### config.mk
export PLATFORM = sky130hd
export DESIGN_NAME = vga_vertical_timing
export DESIGN_NICKNAME = d
export VERILOG_FILES = /design/src/rtl/vga_timing_pkg.sv /design/src/rtl/vga_pixel_coord.sv /design/src/rtl/vga_vertical_timing.sv
export SDC_FILE = /design/constraint.sdc
export NUM_CORES = 1
export LEC_CHECK = 0
export BUFFER_PORTS_ARGS = -buffer_cell sky130_fd_sc_hd__buf_4
export CORE_AREA = 5 5 82 84
export CTS_CLUSTER_SIZE = 12
export DETAILED_ROUTE_END_ITERATION = 12
export DIE_AREA = 0 0 87 89
export PLACE_DENSITY = 0.71
export RECOVER_POWER = 25
export SYNTH_ARGS = -nofsm -noshare
export SYNTH_HDL_FRONTEND = slang
export SYNTH_SLANG_ARGS = --single-unit
### constraint.sdc
create_clock -name clk -period 6.05 [get_ports clk]
set_clock_uncertainty 0.1 [all_clocks]
set_input_delay 0.9075 -clock clk [delete_from_list [all_inputs] [get_ports clk]]
set_output_delay 0.9075 -clock clk [all_outputs]
set_load 0.1 [all_outputs]
### src/rtl/vga_timing_pkg.sv
// Shared types and default 640x480@60 timing for the VGA vertical stage.
package vga_timing_pkg;

    typedef enum logic [1:0] {ST_ACT, ST_FP, ST_SYNC, ST_BP} v_state_t;

    typedef logic [9:0] coord_t;

    localparam int H_TOTAL  = 800;
    localparam int H_ACTIVE = 640;
    localparam int V_ACTIVE = 480;
    localparam int V_FP     = 10;
    localparam int V_SYNC   = 2;
    localparam int V_BP     = 33;
    localparam int V_TOTAL  = V_ACTIVE + V_FP + V_SYNC + V_BP;

endpackage

### src/rtl/vga_pixel_coord.sv
// Column counter for the pixel generator plus per-line active-pixel overrun detect.
module vga_pixel_coord #(
    parameter int H_ACTIVE = vga_timing_pkg::H_ACTIVE
) (
    input  logic       clk,
    input  logic       reset,
    input  logic       h_active_i,
    input  logic       line_tick_i,
    output logic [9:0] pixel_x_o,
    output logic       overrun_o
);
    import vga_timing_pkg::*;

    logic   h_active_q;
    coord_t pixel_x_q, pixel_x_d;
    coord_t line_px_q, line_px_d;

    // Flags the active cycle that would push the line past H_ACTIVE pixels.
    assign overrun_o = h_active_i && (int'(line_px_q) >= H_ACTIVE);
    assign pixel_x_o = pixel_x_q;

    always_comb begin
        pixel_x_d = '0;
        if (h_active_i && h_active_q) begin
            pixel_x_d = (pixel_x_q == '1) ? pixel_x_q : pixel_x_q + 10'd1;
        end

        line_px_d = line_px_q;
        if (line_tick_i) begin
            line_px_d = '0;
        end else if (h_active_i && (line_px_q != '1)) begin
            line_px_d = line_px_q + 10'd1;
        end
    end

    always_ff @(posedge clk or posedge reset) begin
        if (reset) begin
            h_active_q <= 1'b0;
            pixel_x_q  <= '0;
            line_px_q  <= '0;
        end else begin
            h_active_q <= h_active_i;
            pixel_x_q  <= pixel_x_d;
            line_px_q  <= line_px_d;
        end
    end

endmodule

### src/rtl/vga_vertical_timing.sv
// Vertical line counter, vsync FSM, display enable and frame/line markers,
// fed by the horizontal counter stage. All outputs registered.
module vga_vertical_timing #(
    parameter int   H_TOTAL   = vga_timing_pkg::H_TOTAL,
    parameter int   H_ACTIVE  = vga_timing_pkg::H_ACTIVE,
    parameter int   V_ACTIVE  = vga_timing_pkg::V_ACTIVE,
    parameter int   V_FP      = vga_timing_pkg::V_FP,
    parameter int   V_SYNC    = vga_timing_pkg::V_SYNC,
    parameter int   V_BP      = vga_timing_pkg::V_BP,
    parameter logic VSYNC_POL = 1'b0
) (
    input  logic       clk,
    input  logic       reset,
    input  logic [9:0] h_count_i,
    input  logic       h_active_i,
    output logic [9:0] v_count_o,
    output logic       vsync_o,
    output logic       de_o,
    output logic [9:0] pixel_x_o,
    output logic [9:0] pixel_y_o,
    output logic       line_end_o,
    output logic       frame_start_o,
    output logic       timing_err_o
);
    import vga_timing_pkg::*;

    localparam int V_TOTAL = V_ACTIVE + V_FP + V_SYNC + V_BP;

    v_state_t state_q, state_d;
    coord_t   v_count_q, v_count_d;
    coord_t   pixel_y_q, pixel_y_d;
    logic     vsync_q, vsync_d;
    logic     de_q, de_d;
    logic     line_end_q;
    logic     frame_start_q, frame_start_d;
    logic     timing_err_q, timing_err_d;
    logic     line_tick, h_oor, line_overrun;

    assign line_tick = (int'(h_count_i) == H_TOTAL - 1);
    assign h_oor     = (int'(h_count_i) >= H_TOTAL);

    vga_pixel_coord #(
        .H_ACTIVE (H_ACTIVE)
    ) u_pixel_coord (
        .clk         (clk),
        .reset       (reset),
        .h_active_i  (h_active_i),
        .line_tick_i (line_tick),
        .pixel_x_o   (pixel_x_o),
        .overrun_o   (line_overrun)
    );

    always_comb begin
        state_d       = state_q;
        v_count_d     = v_count_q;
        frame_start_d = 1'b0;

        if (line_tick) begin
            v_count_d = (int'(v_count_q) == V_TOTAL - 1) ? '0 : v_count_q + 10'd1;
            case (state_q)
                ST_ACT:  if (int'(v_count_q) == V_ACTIVE - 1)
                             state_d = ST_FP;
                ST_FP:   if (int'(v_count_q) == V_ACTIVE + V_FP - 1)
                             state_d = ST_SYNC;
                ST_SYNC: if (int'(v_count_q) == V_ACTIVE + V_FP + V_SYNC - 1)
                             state_d = ST_BP;
                ST_BP:   if (int'(v_count_q) == V_TOTAL - 1) begin
                             state_d       = ST_ACT;
                             frame_start_d = 1'b1;
                         end
                default: state_d = ST_ACT;
            endcase
        end

        // vsync and pixel_y follow the post-edge state so they line up with v_count_o.
        vsync_d      = (state_d == ST_SYNC) ? VSYNC_POL : ~VSYNC_POL;
        pixel_y_d    = (state_d == ST_ACT) ? v_count_d : '0;
        de_d         = h_active_i && (state_q == ST_ACT);
        timing_err_d = timing_err_q | h_oor | line_overrun | (h_active_i & line_tick);
    end

    always_ff @(posedge clk or posedge reset) begin
        if (reset) begin
            state_q       <= ST_ACT;
            v_count_q     <= '0;
            vsync_q       <= ~VSYNC_POL;
            de_q          <= 1'b0;
            pixel_y_q     <= '0;
            line_end_q    <= 1'b0;
            frame_start_q <= 1'b0;
            timing_err_q  <= 1'b0;
        end else begin
            state_q       <= state_d;
            v_count_q     <= v_count_d;
            vsync_q       <= vsync_d;
            de_q          <= de_d;
            pixel_y_q     <= pixel_y_d;
            line_end_q    <= line_tick;
            frame_start_q <= frame_start_d;
            timing_err_q  <= timing_err_d;
        end
    end

    assign v_count_o     = v_count_q;
    assign vsync_o       = vsync_q;
    assign de_o          = de_q;
    assign pixel_y_o     = pixel_y_q;
    assign line_end_o    = line_end_q;
    assign frame_start_o = frame_start_q;
    assign timing_err_o  = timing_err_q;

endmodule

; ---- Word level (Yosys, flattened, before mapping)
; Index checks and enable logic that the tools add are counted.
[word_totals]
ram_bits = 0
wordCells = 56
n_memories = 0
mem_bits_ro = 0
output_inout_bits = 35
regBits = 48
latch_bits = 0
in_bits = 13
[classes]
eq_ne = 12
n_reduce_logical = 7
n_bitwise = 4
magnitude_cmp = 2
shifts = 0
div = 0
mux = 17
addsub = 3
n_mul = 0
[ops]
columns = cell, n
row1 = two-way mux 10 bit, 7
row2 = "equality test 10 bit, second input constant", 5
row3 = "adder 10 x 1 -> 10 bit, second input constant", 3
row4 = ">= comparator 10 bit, second input constant", 2
row5 = "equality test 10 x 9 -> 1 bit, second input constant", 1
row6 = two-way mux 2 bit, 5
row7 = "inequality test 10 bit, second input constant", 1
row8 = one-hot mux 2 bit (4 select lines), 1
row9 = "equality test 2 bit, second input constant", 3
row10 = logical AND 1 bit, 4
row11 = zero test 2 bit, 2
row12 = two-way mux 1 bit, 4
row13 = bitwise OR 1 bit, 3
row14 = "equality test 2 x 1 -> 1 bit, second input constant", 1
row15 = "inequality test 2 bit, second input constant", 1
row16 = nonzero test 2 bit, 1
row17 = bitwise AND 1 bit, 1

; ---- Longest topological paths before layout
; Gate-level depths: netlist (run 1).
[logic_depth]
ltp_word = 6
ltp_mapped = 9
mapped_depth_nobuf = 7

; ---- By module
; A second synthesis (run 1) with hierarchy kept.
[unflattened]
hier_cells = 226
hier_area_um2 = 2404.8
[modules_own_cells]
columns = module, cells_per_inst, n_inst, seq_area_each_um2, area_per_inst_um2
row1 = vga_vertical_timing, 111, 1, 676.9, 1251.2
row2 = vga_pixel_coord, 115, 1, 525.5, 1153.6

; ---- Worst setup path after synthesis (run 1)
; Ideal clock, no wire load.
[synth_path]
kind = input to register
from = input h_count_i[5]
to = register pixel_y_q[9], in the netlist pixel_y_o[9]
arrival_time_ns = 2.521
required_time_ns = 5.870
setup_ns = 0.080
setup_slack_ns = 3.349
path_buffers = 1
stages = 6
path_cell_list = or3_4 -> or3_1 -> buf_6 -> or4_4 -> nand3_2 -> nor3b_2
[synth_between]
elab_cells_between_ends = 5
classes_between = 1 x eq/ne / 3 x mux / 1 x reduce/logical
[synth_lines]
columns = element, line
row1 = from (decl), vga_vertical_timing.sv:14  ; input logic [9:0] h_count_i,
row2 = equality test 10 x 9 -> 1 bit, vga_vertical_timing.sv:39  ; assign line_tick = (int'(h_count_i) == H_TOTAL - 1);
row3 = two-way mux 10 bit, vga_vertical_timing.sv:58  ; if (line_tick) begin
row4 = via v_count_d[9], vga_vertical_timing.sv:30  ; coord_t v_count_q, v_count_d;
row5 = two-way mux 10 bit, vga_vertical_timing.sv:77  ; pixel_y_d = (state_d == ST_ACT) ? v_count_d : '0;
row6 = via pixel_y_d[9], vga_vertical_timing.sv:31  ; coord_t pixel_y_q, pixel_y_d;
row7 = to (signal assigned), vga_vertical_timing.sv:97  ; pixel_y_q <= pixel_y_d;
row8 = to (decl), vga_vertical_timing.sv:31
; The timed path passes the listed nets, and every way through them passes these cells.
; A chain may end at the register's enable or synchronous reset.

; ---- Worst setup path after layout (run 1)
[layout_path]
from = input h_count_i[5]
to = register pixel_y_q[0], in the netlist pixel_y_o[0]
[layout_between]
elab_chain_len = 4
elab_cells_between_ends = 5
classes_between = 1 x eq/ne / 3 x mux / 1 x reduce/logical
[layout_rtl]
columns = element, line
row1 = equality test 10 x 9 -> 1 bit *, vga_vertical_timing.sv:39
row2 = two-way mux 2 bit, vga_vertical_timing.sv:58
row3 = zero test 2 bit, vga_vertical_timing.sv:77
row4 = two-way mux 10 bit *, vga_vertical_timing.sv:77
row5 = via pixel_y_d[0], vga_vertical_timing.sv:31
; Mark *: on every way through the listed nets, which the timed path passes. The rest lies on a longest branch.

==> metrics.md, run 1 <==
| Metric | Value |
|---|---|
| Worst R2R Path Depth | `7` |
| Required time of the critical path | `6070 ps` |
| Status | `complete, but fails checks` |
| Post-route setup slack | `2570 ps` |
| GRT Total Usage | `0.130` |
| Tmin final | `3480 ps` |
| Setup TNS | `0 ps` |
| Cell Area, Synth | `2300 sq um` |
| DPL Wire Length | `3.42 mm` |
| Initial antenna violation count | `0` |
| XOR/XNOR share of the synthesized area | `0.0610` |
| Clk sinks | `48` |
| Pre-CTS setup slack | `2250 ps` |
| Multiplexer area fraction after synthesis | `0.00871` |
| Period utilisation layout | `0.576` |
| Sequential share of the synthesized area | `0.523` |
| Global route overflow | `0` |
| Seq cells post-synth | `48` |
| Setup violators final | `0` |
| Syn_nets | `242` |
| Unrepaired setup endpoints after global routing | `false` |
| Ant diodes | `0` |
| Gpl congestion | `0.780` |
| Final Hold Fails | `0` |
| Layout Utilization | `0.480` |
| Htree depth | `2` |
| Worst-Skew Late Latency | `300 ps` |
| Die ar. | `7740 sq um` |
| Vias | `1,766` |
| Avg WL per Cell | `13.7 um` |
| Crit path launch type | `input pin` |
| CTS tree | `built` |
| Failing checks | `capacitance limit, slew limit` |
| Post-CTS resize count | `0` |
| Synthesized-area fraction occupied by adder cells | `0.0327` |
| Post-synth EDFFs | `0` |
| Top cells by area, synth | `dfrtp_1 (51%), xor2_1 (3.8%), nand3_1 (3.7%), ha_1 (3.3%), nand2_1 (3.3%)` |
| TritonRoute pass-1 iters | `5` |
| Synth cell types | `42` |
| Layout cells sized above 1 | `0.232` |
| Sw frac | `0.253` |
| Synth cell count leaders | `dfrtp_1 (47), nand2_1 (20), nand3_1 (17)` |
| Placement Cell Area | `2700 sq um` |
| Post-synth top area share | `0.512` |
| Syn-to-layout area delta | `22.1%` |
| Mapped Avg Cell Area | `10.3 sq um` |
| IO Count | `48` |
| Final slew viol count | `49` |
| CP Class | `in -> reg` |
| Largest family of logic cells by synthesized area | `simple AND/OR/NAND/NOR gates` |
| Final WL | `4.77 mm` |
| Part of the power in the clock network | `0.337` |
| Simple-gate share of the synthesized area | `0.233` |
| Starting Density | `0.393` |
| First-pass GRT wire length | `8.05 mm` |
| Die width | `87 um` |
| Comb pwr share | `0.115` |
| Final net count | `290` |
| Vias in the first global route | `1,750` |
| Rows | `28` |
| Crit end category | `flop` |
| VDD IR-drop max | `0.100 mV` |
| CORE AREA | `5850 sq um` |
| DRC Markers | `0` |
| Switching power | `0.168 mW` |
| Synth Instances | `223` |
| Synth warn | `0` |
| Top FF cell, synth | `dfrtp_1` |
| Post-cts hold buffer count | `0` |
| Cell internal pwr | `0.497 mW` |
| Hold Path Stages | `2` |
| Lkg Pwr | `1.35 nW` |
| Total CTS buffers | `5` |
| Die span in y | `89 um` |
| Flop pwr share | `0.547` |
| Max-cap viol count | `1` |
| Final ANT Viol Nets | `0` |
| Largest net degree at the start of global routing | `49` |
| Async set-reset flop share out of synthesis | `1.00` |
| Worst Tran Pin Value | `1730 ps` |
| Max FO, Critical Path | `16` |
| 1st-iter DRT viols | `170` |
| CTS Buffer Depth | `2` |
| Vias per cell | `5.09` |
| Critical Path AT | `3510 ps` |
| Fmax | `287 MHz` |
| Min-delay worst type | `reg -> reg` |
| Cell taking the most area after synthesis | `dfrtp_1` |
| Root buf cell | `clkbuf_8` |
| Max_slew headroom | `-0.153` |
| PortBufs | `47` |
| Non-Filler Cell Area, Final | `2810 sq um` |
| Post-CTS Setup Repair Bufs | `0` |
| Pwr per Cell Area | `237 nW/um^2` |
| CTS clk-pin slew, worst paths | `80 ps` |
| Synth Area in Compound Gates | `0.0964` |
| Most frequent cell after synthesis | `dfrtp_1` |
## worst paths after layout
check,slack (ps),start,to
max,2570,h_count_i[5],pixel_y_o[0]$_DFF_PP0_
min,390,timing_err_o$_DFF_PP0_,timing_err_o$_DFF_PP0_
max reg2reg,3310,v_count_o[0]$_DFF_PP0_,pixel_y_o[0]$_DFF_PP0_
min reg2reg,390,timing_err_o$_DFF_PP0_,timing_err_o$_DFF_PP0_
max in group asynchronous,3790,reset,u_pixel_coord.line_px_q[6]$_DFFE_PP0P_
min in group asynchronous,1060,reset,de_o$_DFF_PP0_
## layout by cell type (no fill, tap or decap), drive strengths merged, types with 2 or more instances in the layout
master	instances
nand2	20
inv	15
or4	2
clkbuf	8
or3	7
dfrtp	47
a41oi	2
o211ai	2
a21oi	3
mux2i	2
xor2	10
clkinv	2
nand3	18
a31oi	7
ha	6
nor3	9
a21o	2
buf	45
nand2b	2
nor2	16
and3	9
nor4	4
nand4	6
xnor2	6
o21ai	6
a211oi	5
## per-layer routing
metal | global-route usage | vias up | wire length [um]
met2 | 0.206 | 49 | 2250
met5 | 0 | - | 0
met3 | 0.0295 | 2 | 300
li1 | - | 886 | -
met4 | 0.0467 | 0 | 29
met1 | 0.176 | 829 | 2190
## power by group through the flow
stage	logic [mW]	registers (mW)	clock network, mW
after global placement	0.0767	0.368	0
after CTS	0.0788	0.363	0.232
after floorplan	0.0523	0.372	0
after global routing	0.0889	0.368	0.245
final	0.0768	0.364	0.224
after detailed placement	0.0787	0.369	0
## cells by family (layout without fill, tap and decap cells)
logic type                 count (synthesis)  count (layout)
and+or+nand+nor                           97              97
muxes                                      2               2
adders and majority gates                  6               6
xor gates and xnor gates                  16              16
DFF                                       48              48
AOI/OAI and AO/OA                         32              32
buffers and inverters                     22              71
## critical path, stage by stage
cell	delay, ps
buf_4	110
or3_4	390
or3_1	650
clkinv_2	290
o21ai_0	130
a32oi_1	920
a211oi_1	120
## registers in the layout (all words and copies together), names as in the netlist, 2 cells and up
name,flops
pixel_y_o,10
v_count_o,10
u_pixel_coord.pixel_x_o,10
u_pixel_coord.line_px_q,10
state_q,2
## through the flow
stage                     cells  hold slack (ps)  power, mW
after floorplan             223              394      0.424
after global placement      339              361      0.445
after detailed placement    339              365      0.448
after CTS                   347              384      0.674
after global routing        347              428      0.702
final                       347              388      0.665
## cell type report
| cell class | instances | area [sq um] |
|---|---|---|
| Sequential cell | 48 | 1200 |
| Fill cell | 552 | 3040 |
| Inverter | 16 | 61.3 |
| Clock inverter | 2 | 35.0 |
| Multi-Input combinational cell | 153 | 992 |
| Timing Repair Buffer | 47 | 349 |
| Tap cell | 75 | 93.8 |
| Clock buffer | 6 | 72.6 |
Power figures use the tool's default switching activity.
==> run 2, diff against run 1 <==
--- a/config.mk
+++ b/config.mk
@@ -10,7 +10,7 @@
 export CTS_CLUSTER_SIZE = 12
 export DETAILED_ROUTE_END_ITERATION = 12
 export DIE_AREA = 0 0 87 89
-export PLACE_DENSITY = 0.71
+export PLACE_DENSITY = 0.73
 export RECOVER_POWER = 25
 export SYNTH_ARGS = -nofsm -noshare
 export SYNTH_HDL_FRONTEND = slang
==> constraint.sdc (replaced) <==
create_clock -name clk -period 2.96 [get_ports clk]
set_clock_uncertainty 0.1 [all_clocks]
set_input_delay 0.444 -clock clk [delete_from_list [all_inputs] [get_ports clk]]
set_output_delay 0.444 -clock clk [all_outputs]
set_load 0.1 [all_outputs]
==> run 2 against run 1 <==
Against the previous run:
- the flow still finishes with violations (capacitance limit, slew limit)
- first-iteration DRC count is 11% lower
- routed wire length up 3.3%
- utilization up 0.38 points
- critical path depth increased by 1
- register-to-register slack lost 2800 ps
- worst hold slack worse by 110 ps
- global-route usage increased by 0.40 points
- combinational power is 100% higher
- final cell count rose by 0.86%
- critical path type is now reg -> reg
==> metrics.md, run 2 (synthesis results as in run 1) <==
| Metric | Value |
|---|---|
| Setup violators final | `0` |
| Period utilisation layout | `0.831` |
| Lkg Pwr | `1.37 nW` |
| Ant diodes | `0` |
| Crit path launch type | `flop` |
| VDD IR-drop max | `0.259 mV` |
| Fill cells | `547` |
| DRC Markers | `0` |
| Initial antenna violation count | `0` |
| Starting Density | `0.393` |
| Die ar. | `7740 sq um` |
| Clk sinks | `48` |
| Worst-Skew Late Latency | `300 ps` |
| Failing checks | `capacitance limit, slew limit` |
| Post-CTS Setup Repair Bufs | `0` |
| CORE AREA | `5850 sq um` |
| Required time of the critical path | `3070 ps` |
| Tmin final | `2460 ps` |
| Post-CTS resize count | `0` |
| Post-cts hold buffer count | `0` |
| Critical Path AT | `2570 ps` |
| Die span in y | `89 um` |
| Unrepaired setup endpoints after global routing | `false` |
| CTS tree | `built` |
| Final Hold Fails | `0` |
| Max_slew headroom | `-0.177` |
| DPL Wire Length | `3.45 mm` |
| Post-layout power | `1.36 mW` |
| Total CTS buffers | `5` |
| Min-delay worst type | `in -> reg` |
| Die width | `87 um` |
| Vias | `1,858` |
| Rows | `28` |
| Most frequent cells in the layout | `buf_4 (48), dfrtp_1 (47), nand2_1 (20)` |
| GRT Total Usage | `0.134` |
| Avg WL per Cell | `14.1 um` |
| Gpl congestion | `0.817` |
| Cells after DPL | `342` |
| Most common cell after layout, fill and taps aside | `buf_4` |
| Layout cells sized above 1 | `0.240` |
| TritonRoute pass-1 iters | `4` |
| First-pass GRT wire length | `8.36 mm` |
| CTS Buffer Depth | `2` |
| Worst Tran Pin Value | `1760 ps` |
| Global route overflow | `0` |
| Final ANT Viol Nets | `0` |
| Max-cap viol count | `1` |
| Syn-to-layout area delta | `23.1%` |
| Crit end category | `flop` |
| Root buf cell | `clkbuf_8` |
| 1st-iter DRT viols | `152` |
| CP Class | `reg -> reg` |
| Max FO, Critical Path | `12` |
| Vias in the first global route | `1,787` |
| CTS clk-pin slew, worst paths | `90 ps` |
| Final WL | `4.93 mm` |
| Pwr per Cell Area | `481 nW/um^2` |
| Final net count | `293` |
| Vias per cell | `5.31` |
| IO Count | `48` |
| PortBufs | `47` |
| Largest net degree at the start of global routing | `49` |
| Final slew viol count | `49` |
| Setup TNS | `0 ps` |
| Fmax | `406 MHz` |
| Htree depth | `2` |
| Status | `complete, but fails checks` |
| Non-Filler Instances | `350` |
run 2: path summary, 6_finish.rpt:
check                      depth (start not counted)                     end  slack, ps              startpoint
max                                                8  pixel_y_o[1]$_DFF_PP0_        500  v_count_o[0]$_DFF_PP0_
min                                                3  timing_err_o$_DFF_PP0_        280            h_count_i[8]
max reg2reg                                        8  pixel_y_o[1]$_DFF_PP0_        500  v_count_o[0]$_DFF_PP0_
min reg2reg                                        2  timing_err_o$_DFF_PP0_        380  timing_err_o$_DFF_PP0_
max in group asynchronous                          2  pixel_y_o[2]$_DFF_PP0_       1130                   reset
min in group asynchronous                          2  pixel_y_o[5]$_DFF_PP0_        600                   reset
run 2: final cells by class:
| class | count | area (sq um) | share of cell area |
|---|---|---|---|
| clock buffers | 6 | 72.6 | 0.0257 |
| inverters | 16 | 61.3 | 0.0217 |
| clock inverters | 2 | 35.0 | 0.0124 |
| well taps | 75 | 93.8 | 0.0332 |
| multi-input cells | 153 | 992 | 0.351 |
| repair buffers | 50 | 372 | 0.131 |
| flip-flops and latches | 48 | 1200 | 0.425 |
run 2: metal layers:
metal,global-route usage,share of wire,vias up
li1,-,-,893
met1,0.176,0.44,901
met2,0.219,0.47,60
met3,0.0323,0.076,4
met4,0.0425,0.0097,0
met5,0,0,-
run 2: critical path: stages, from the launching register on:
cell,delay [ps]
dfrtp_1,450
inv_1,130
ha_1,180
nand4bb_1,140
or3_1,550
a31oi_1,230
a32oi_1,120
buf_4,200
a211oi_1,250
run 2: per-stage QoR:
stage / cell area [sq um] / util / hold slack, ps / worst slack (ps)
detailed placement: 2730 / 0.466 / 365 / 312
global route: 2830 / 0.484 / 276 / 310
global placement: 2730 / 0.466 / 359 / 352
CTS: 2830 / 0.484 / 211 / 527
finish: 2830 / 0.484 / 279 / 499
floorplan: 2300 / - / 375 / 336
run 2: where the power goes:
part	total, mW	leakage (nW)	switching [mW]	internal (mW)
combinational	0.157	0.687	0.0921	0.0647
sequential	0.744	0.628	0.0430	0.701
clock	0.461	0.0552	0.211	0.251
